--- src/rtl/frame_capture_sequencer_pkg.sv ---
`default_nettype none
// ============================================================================
// Module  : frame_capture_sequencer_pkg
// Purpose : Shared state encoding and default geometry for the frame capture
//           sequencer.
// Rev     : 1.0
// ============================================================================
package frame_capture_sequencer_pkg;

  localparam int c_frame_pixels_dflt = 76800;  // 320x240
  localparam int c_addr_w_dflt       = 17;
  localparam int c_data_w_dflt       = 12;     // RGB444

  localparam logic [1:0] c_st_idle    = 2'd0;
  localparam logic [1:0] c_st_wait_vs = 2'd1;
  localparam logic [1:0] c_st_capture = 2'd2;
  localparam logic [1:0] c_st_done    = 2'd3;

  typedef enum logic [1:0] {
    ST_IDLE    = c_st_idle,
    ST_WAIT_VS = c_st_wait_vs,
    ST_CAPTURE = c_st_capture,
    ST_DONE    = c_st_done
  } state_t;

endpackage
`default_nettype wire

--- src/rtl/frame_capture_sequencer_vsync_edge_detect.sv ---
`default_nettype none
// ============================================================================
// Module  : vsync_edge_detect
// Purpose : Rise/fall pulses of vsync_in against its registered history.
// Rev     : 1.0
// ============================================================================
module vsync_edge_detect (
  input  logic clk,
  input  logic reset,
  input  logic vsync_in,
  output logic rise,
  output logic fall
);

  logic r_prev;
  logic r_primed;

  // First cycle after reset only loads the history, so no edge is invented.
  always_ff @(posedge clk or posedge reset) begin
    if (reset) begin
      r_prev   <= 1'b0;
      r_primed <= 1'b0;
    end else begin
      r_prev   <= vsync_in;
      r_primed <= 1'b1;
    end
  end

  assign rise = r_primed &  vsync_in & ~r_prev;
  assign fall = r_primed & ~vsync_in &  r_prev;

endmodule
`default_nettype wire

--- src/rtl/frame_capture_sequencer.sv ---
`default_nettype none
// ============================================================================
// Module  : frame_capture_sequencer
// Purpose : Captures camera frames into a buffer RAM between vsync edges.
// Rev     : 1.0
// ============================================================================
module frame_capture_sequencer
  import frame_capture_sequencer_pkg::*;
#(
  parameter int FRAME_PIXELS = c_frame_pixels_dflt,
  parameter int ADDR_W       = c_addr_w_dflt,
  parameter int DATA_W       = c_data_w_dflt
) (
  input  logic              clk,
  input  logic              reset,
  input  logic              start_capture,
  input  logic              continuous,
  input  logic              vsync_in,
  input  logic              pix_valid,
  input  logic [DATA_W-1:0] pix_data,
  output logic              wea,
  output logic [ADDR_W-1:0] addra,
  output logic [DATA_W-1:0] dina,
  output logic              busy,
  output logic              frame_done,
  output logic [7:0]        frame_count,
  output logic              short_frame,
  output logic              overflow,
  output logic [1:0]        state_out
);

  localparam int CW = ADDR_W + 1;
  localparam logic [CW-1:0] c_frame_pixels = CW'(FRAME_PIXELS);

  state_t            r_state;
  state_t            w_state_next;
  logic [CW-1:0]     r_count;
  logic [CW-1:0]     w_count_exit;
  logic              r_wea;
  logic [ADDR_W-1:0] r_addra;
  logic [DATA_W-1:0] r_dina;
  logic [7:0]        r_frame_count;
  logic              r_short;
  logic              r_overflow;
  logic              w_vs_rise;
  logic              w_vs_fall;
  logic              w_start_ok;
  logic              w_pix_write;
  logic              w_pix_drop;
  logic              w_capture_end;

  vsync_edge_detect u_vsync_edge (
    .clk      (clk),
    .reset    (reset),
    .vsync_in (vsync_in),
    .rise     (w_vs_rise),
    .fall     (w_vs_fall)
  );

  always_ff @(posedge clk or posedge reset) begin
    if (reset) r_state <= ST_IDLE;
    else       r_state <= w_state_next;
  end

  always_comb begin
    w_state_next = r_state;
    w_start_ok   = 1'b0;
    w_pix_write  = 1'b0;
    w_pix_drop   = 1'b0;
    case (r_state)
      ST_IDLE: begin
        if (start_capture) begin
          w_start_ok   = 1'b1;
          w_state_next = ST_WAIT_VS;
        end
      end
      ST_WAIT_VS: begin
        if (w_vs_fall) w_state_next = ST_CAPTURE;
      end
      ST_CAPTURE: begin
        if (pix_valid) begin
          if (r_count < c_frame_pixels) w_pix_write = 1'b1;
          else                          w_pix_drop  = 1'b1;
        end
        if (w_vs_rise) w_state_next = ST_DONE;
      end
      ST_DONE: begin
        w_state_next = continuous ? ST_WAIT_VS : ST_IDLE;
      end
      default: w_state_next = ST_IDLE;
    endcase
  end

  // Pixel accepted in the exit cycle still counts toward the frame length.
  assign w_count_exit  = r_count + CW'(w_pix_write);
  assign w_capture_end = (r_state == ST_CAPTURE) && w_vs_rise;

  always_ff @(posedge clk or posedge reset) begin
    if (reset) begin
      r_count       <= '0;
      r_wea         <= 1'b0;
      r_addra       <= '0;
      r_dina        <= '0;
      r_frame_count <= '0;
      r_short       <= 1'b0;
      r_overflow    <= 1'b0;
    end else begin
      r_wea <= w_pix_write;
      if (w_pix_write) begin
        r_addra <= r_count[ADDR_W-1:0];
        r_dina  <= pix_data;
      end
      if (r_state != ST_CAPTURE) r_count <= '0;
      else                       r_count <= w_count_exit;
      if (w_start_ok) begin
        r_short    <= 1'b0;
        r_overflow <= 1'b0;
      end else begin
        if (w_pix_drop) r_overflow <= 1'b1;
        if (w_capture_end && (w_count_exit < c_frame_pixels)) r_short <= 1'b1;
      end
      if (w_capture_end) r_frame_count <= r_frame_count + 8'd1;
    end
  end

  assign wea         = r_wea;
  assign addra       = r_addra;
  assign dina        = r_dina;
  assign busy        = (r_state != ST_IDLE);
  assign frame_done  = (r_state == ST_DONE);
  assign frame_count = r_frame_count;
  assign short_frame = r_short;
  assign overflow    = r_overflow;
  assign state_out   = r_state;

endmodule
`default_nettype wire

--- config.mk ---
export PLATFORM = sky130hd
export DESIGN_NAME = frame_capture_sequencer
export DESIGN_NICKNAME = d
export VERILOG_FILES = /design/src/rtl/frame_capture_sequencer_pkg.sv /design/src/rtl/frame_capture_sequencer_vsync_edge_detect.sv /design/src/rtl/frame_capture_sequencer.sv
export SDC_FILE = /design/constraint.sdc
export NUM_CORES = 1
export LEC_CHECK = 0
export CAP_MARGIN = 10
export CORE_MARGIN = 2
export CORE_UTILIZATION = 55
export CTS_CLUSTER_DIAMETER = 200
export DETAILED_ROUTE_END_ITERATION = 7
export PLACE_DENSITY = 0.88
export SKIP_LAST_GASP = 1
export SLEW_MARGIN = 5
export SYNTH_ARGS = -nofsm -noshare
export SYNTH_HDL_FRONTEND = slang
export SYNTH_SLANG_ARGS = --single-unit
--- constraint.sdc ---
create_clock -name clk -period 7.5 [get_ports clk]
set_clock_uncertainty 0.1 [all_clocks]
set_input_delay 1.5 -clock clk [delete_from_list [all_inputs] [get_ports clk]]
set_output_delay 1.5 -clock clk [all_outputs]
set_load 0.02 [all_outputs]
==> parameters.txt <==
Parameter                              Value

Floorplan
  Horizontal extent of the die    77.3 um
  Initial Utilization    between 50% and 60%
  Floorplan die area    5980 um2
  Die Y-Extent    roughly 77 um
  Std-Cell Rows    26
  Floorplan core area    5140 um2
  Ports placed on the boundary    62

Logic synthesis
  Distinct cells, synth    48
  Netlist Area Pre-Place    ~3000 um2
  Flip-flop cell with the highest count after synthesis    sky130_fd_sc_hd__dfrtp_1
  Flip-flop and latch count after synthesis    62
  FFs w/ async S/R, synth    100%
  Synthesized net count    between 200 and 300
  Count of mapped cells out of synthesis    between 200 and 250
  Post-Synthesis Mean Instance Area    ~12 um2
  Number of flops mapped to enable cells by yosys    0
  Proportion of synthesized chip area in sequential cells    a little over half
  Number of warnings issued by yosys    0

Cells and area
  Most frequent standard cell in the layout excluding fill and tap cells    sky130_fd_sc_hd__dfrtp_1
  Leading cell types in the layout, fill and taps excluded    sky130_fd_sc_hd__dfrtp_1 (62), sky130_fd_sc_hd__clkdlybuf4s50_1 (61), sky130_fd_sc_hd__mux2_1 (19)
  Fill count    between 300 and 400
  Number of antenna diodes    0
  Net count of the finished layout    323
  Area taken by multi-input logic gates    1310 um2
  Footprint of the flip-flops and latches    around 1600 um2
  Final standard cell count with taps included and fillers excluded    372
  Util after Layout    about three quarters
  Fraction of final layout cells with drive strength greater than 1    12.3%
  Area growth from synthesis to layout    29.8%

Place
  Number of input and output port buffers inserted    61
  Final weighted congestion of routability-driven global placement    approximately 0.84
  Placement-stage worst setup slack    around 3000 ps
  HPWL after detailed placement    around 3700 um
  Number of instances in the placed design    356

Setup path
  Worst path top cell family by delay    simple AND/OR/NAND/NOR gates
  Element type at the critical path start    input pin
  Most Frequent Cell on Critical Path    sky130_fd_sc_hd__ha_1
  Data required time of the critical path    7630 ps
  Worst stage delay on the critical path    approximately 500 ps
  Endpoint arrival time on the critical path    4270 ps
  Worst Setup Path Type    input pin to flop
  Maximum fanout along the worst path    31
  Worst path slowest cell    sky130_fd_sc_hd__and3_4
  Type of element capturing the critical path    flop
  Critical Path, Cell by Cell    clkdlybuf4s50_1 > and3_4 > ha_1 > ha_1 > nand3_1 > or3_1 > a2111oi_0 > o31ai_1 > o41ai_2
  Total buffers and inverters traversed by the critical path    1

Routing
  Average via count per standard cell    around 5.2
  First-pass iteration count of the detailed router    4
  Total detailed-routing wirelength    approximately 5400 um
  DR iter-0 viols    73
  Final ANT Viol Nets    0
  Routed len/inst    14.5 um
  DR vias    between 1500 and 2000
  DRC violation count after routing    0

Clock tree
  Number of post-CTS setup repair buffers    0
  Total clock sinks    62
  Register clock-pin slew on the reported worst setup and hold paths    about 60 ps
  Buffer depth of the longest clock path    2
  CTS H-Tree Depth    3
  TritonCTS clock tree    yes
  Cts bufs inserted    9
  CTS Hold Buffers Added    0
  Clock network latency to the later pin of the worst-skew pair    between 300 and 400 ps
  # resized after CTS    0
  Clk Tree Root Cell    sky130_fd_sc_hd__clkbuf_8

STA
  Max transition margin    49.4%
  Setup TNS    0 ps
  RSZ-0062 raised after global routing    false
  Final cycle utilization of the critical path    55.2%
  Slew Limit Fails    0
  Final Hold Vio Count    0
  Final setup violation count    0
  Highest clock frequency the design can meet    roughly 0.24 GHz
  Clock period minus worst slack    roughly 4100 ps
  Least setup slack across all paths after layout    between 3000 and 4000 ps
  Actual slew at the worst max-slew pin    759 ps

Power and ir drop
  Proportion of power drawn by combinational gates    ~31%
  Cell Pwr Density    slightly below 300 nW/um2
  Int Pwr    806 uW
  Peak supply drop    0.235 mV
  Switching power    between 300 and 400 uW
  Fraction of power spent switching nets    between 20% and 30%
  Proportion of power drawn by the clock network    31.5%
  PnR Total Power    ~1100 uW
  Total leakage power    between 0.0015 and 0.002 uW
  Fraction of power consumed by sequential logic    37.5%

Min path
  Worst Hold Class    flop to flop

Run
  Max capacitance violation total    0

GRT
  Global-route wire length before repair    roughly 9500 um
  Antenna violations before repair    0
  Via count of the first global-routing pass    ~2000
  Maximum number of pins on one net before global-route repair    63
  Total GRT Usage    between 20% and 30%
  Total congestion overflow    0

Run status
  Result of the run    complete, no violations
==> per-layer routing <==
metal / share of wire (%) / vias up / global-route usage [%]
met5: 0 / - / 0
met2: 49 / 49 / 32.7
li1: - / 946 / -
met3: 4.3 / 9 / 3.29
met4: 1.8 / 0 / 10.4
met1: 45 / 935 / 26.9
==> final timing paths <==
| path | startpoint | to | slack [ps] | cells past startpoint |
|---|---|---|---|---|
| min in group asynchronous | reset | r_count[14]$_DFF_PP0_ | 1610 | 3 |
| min | dina[1]$_DFFE_PP0N_ | dina[1]$_DFFE_PP0N_ | 390 | 1 |
| max reg2reg | state_out[0]$_DFFE_PP0P_ | short_frame$_DFFE_PP0P_ | 3720 | 10 |
| min reg2reg | dina[1]$_DFFE_PP0N_ | dina[1]$_DFFE_PP0N_ | 390 | 1 |
| max | pix_valid | short_frame$_DFFE_PP0P_ | 3360 | 9 |
| max in group asynchronous | reset | u_vsync_edge.r_primed$_DFF_PP0_ | 5190 | 3 |
==> cells in the mapped netlist, types with 3 or more instances <==
cell	number	share of area, %
sky130_fd_sc_hd__nor2b_1	3	0.63
sky130_fd_sc_hd__and3_1	3	0.63
sky130_fd_sc_hd__nand3_1	10	1.7
sky130_fd_sc_hd__clkbuf_1	7	0.89
sky130_fd_sc_hd__buf_6	3	1.1
sky130_fd_sc_hd__xnor2_1	15	4.4
sky130_fd_sc_hd__inv_1	5	0.63
sky130_fd_sc_hd__ha_1	8	3.4
sky130_fd_sc_hd__mux2_4	10	5.1
sky130_fd_sc_hd__or3_1	3	0.63
sky130_fd_sc_hd__a21oi_1	3	0.51
sky130_fd_sc_hd__mux2_1	19	7.2
sky130_fd_sc_hd__nor2_1	7	0.89
sky130_fd_sc_hd__and2_1	16	3.4
sky130_fd_sc_hd__nand2_1	13	1.7
sky130_fd_sc_hd__xor2_1	9	2.7
sky130_fd_sc_hd__dfrtp_1	62	52
sky130_fd_sc_hd__nand4_1	6	1.3
==> metrics by stage <==
| stage | instance area (um2) | hold slack [ps] |
|---|---|---|
| global route | 3840 | 402 |
| floorplan | 2960 | 388 |
| finish | 3840 | 387 |
| global placement | 3590 | 366 |
| CTS | 3840 | 388 |
| detailed placement | 3590 | 374 |
==> sequential cells by signal, summed over array words and instances (netlist names) <==
name                   flops
r_count                   18
addra                     17
state_out                  2
frame_count                8
u_vsync_edge.r_prev        1
short_frame                1
dina                      12
overflow                   1
wea                        1
u_vsync_edge.r_primed      1
==> power by group through the flow <==
stage,Combinational (uW),Sequential (uW),Clock [uW]
floorplan,151,491,0
global placement,348,430,0
detailed placement,359,434,0
CTS,361,429,367
global route,382,436,381
finish,354,428,360
==> layout make-up <==
type / instances / area share (%)
well taps: 70 / 2.28
clock buffers: 13 / 4.14
inverters: 5 / 0.489
flip-flops and latches: 62 / 40.4
clock inverters: 3 / 2.35
repair buffers: 62 / 16.1
multi-input cells: 157 / 34.2
==> cell families after synthesis <==
logic type / share of synthesized area, %
muxes: 13.4
xor gates and xnor gates: 7.11
DFF: 52.5
other: 0.127
and+or+nand+nor: 14.6
buffers and inverters: 3.17
AOI/OAI and AO/OA: 5.76
adders and majority gates: 3.39
(Power assumes the default switching activity.)
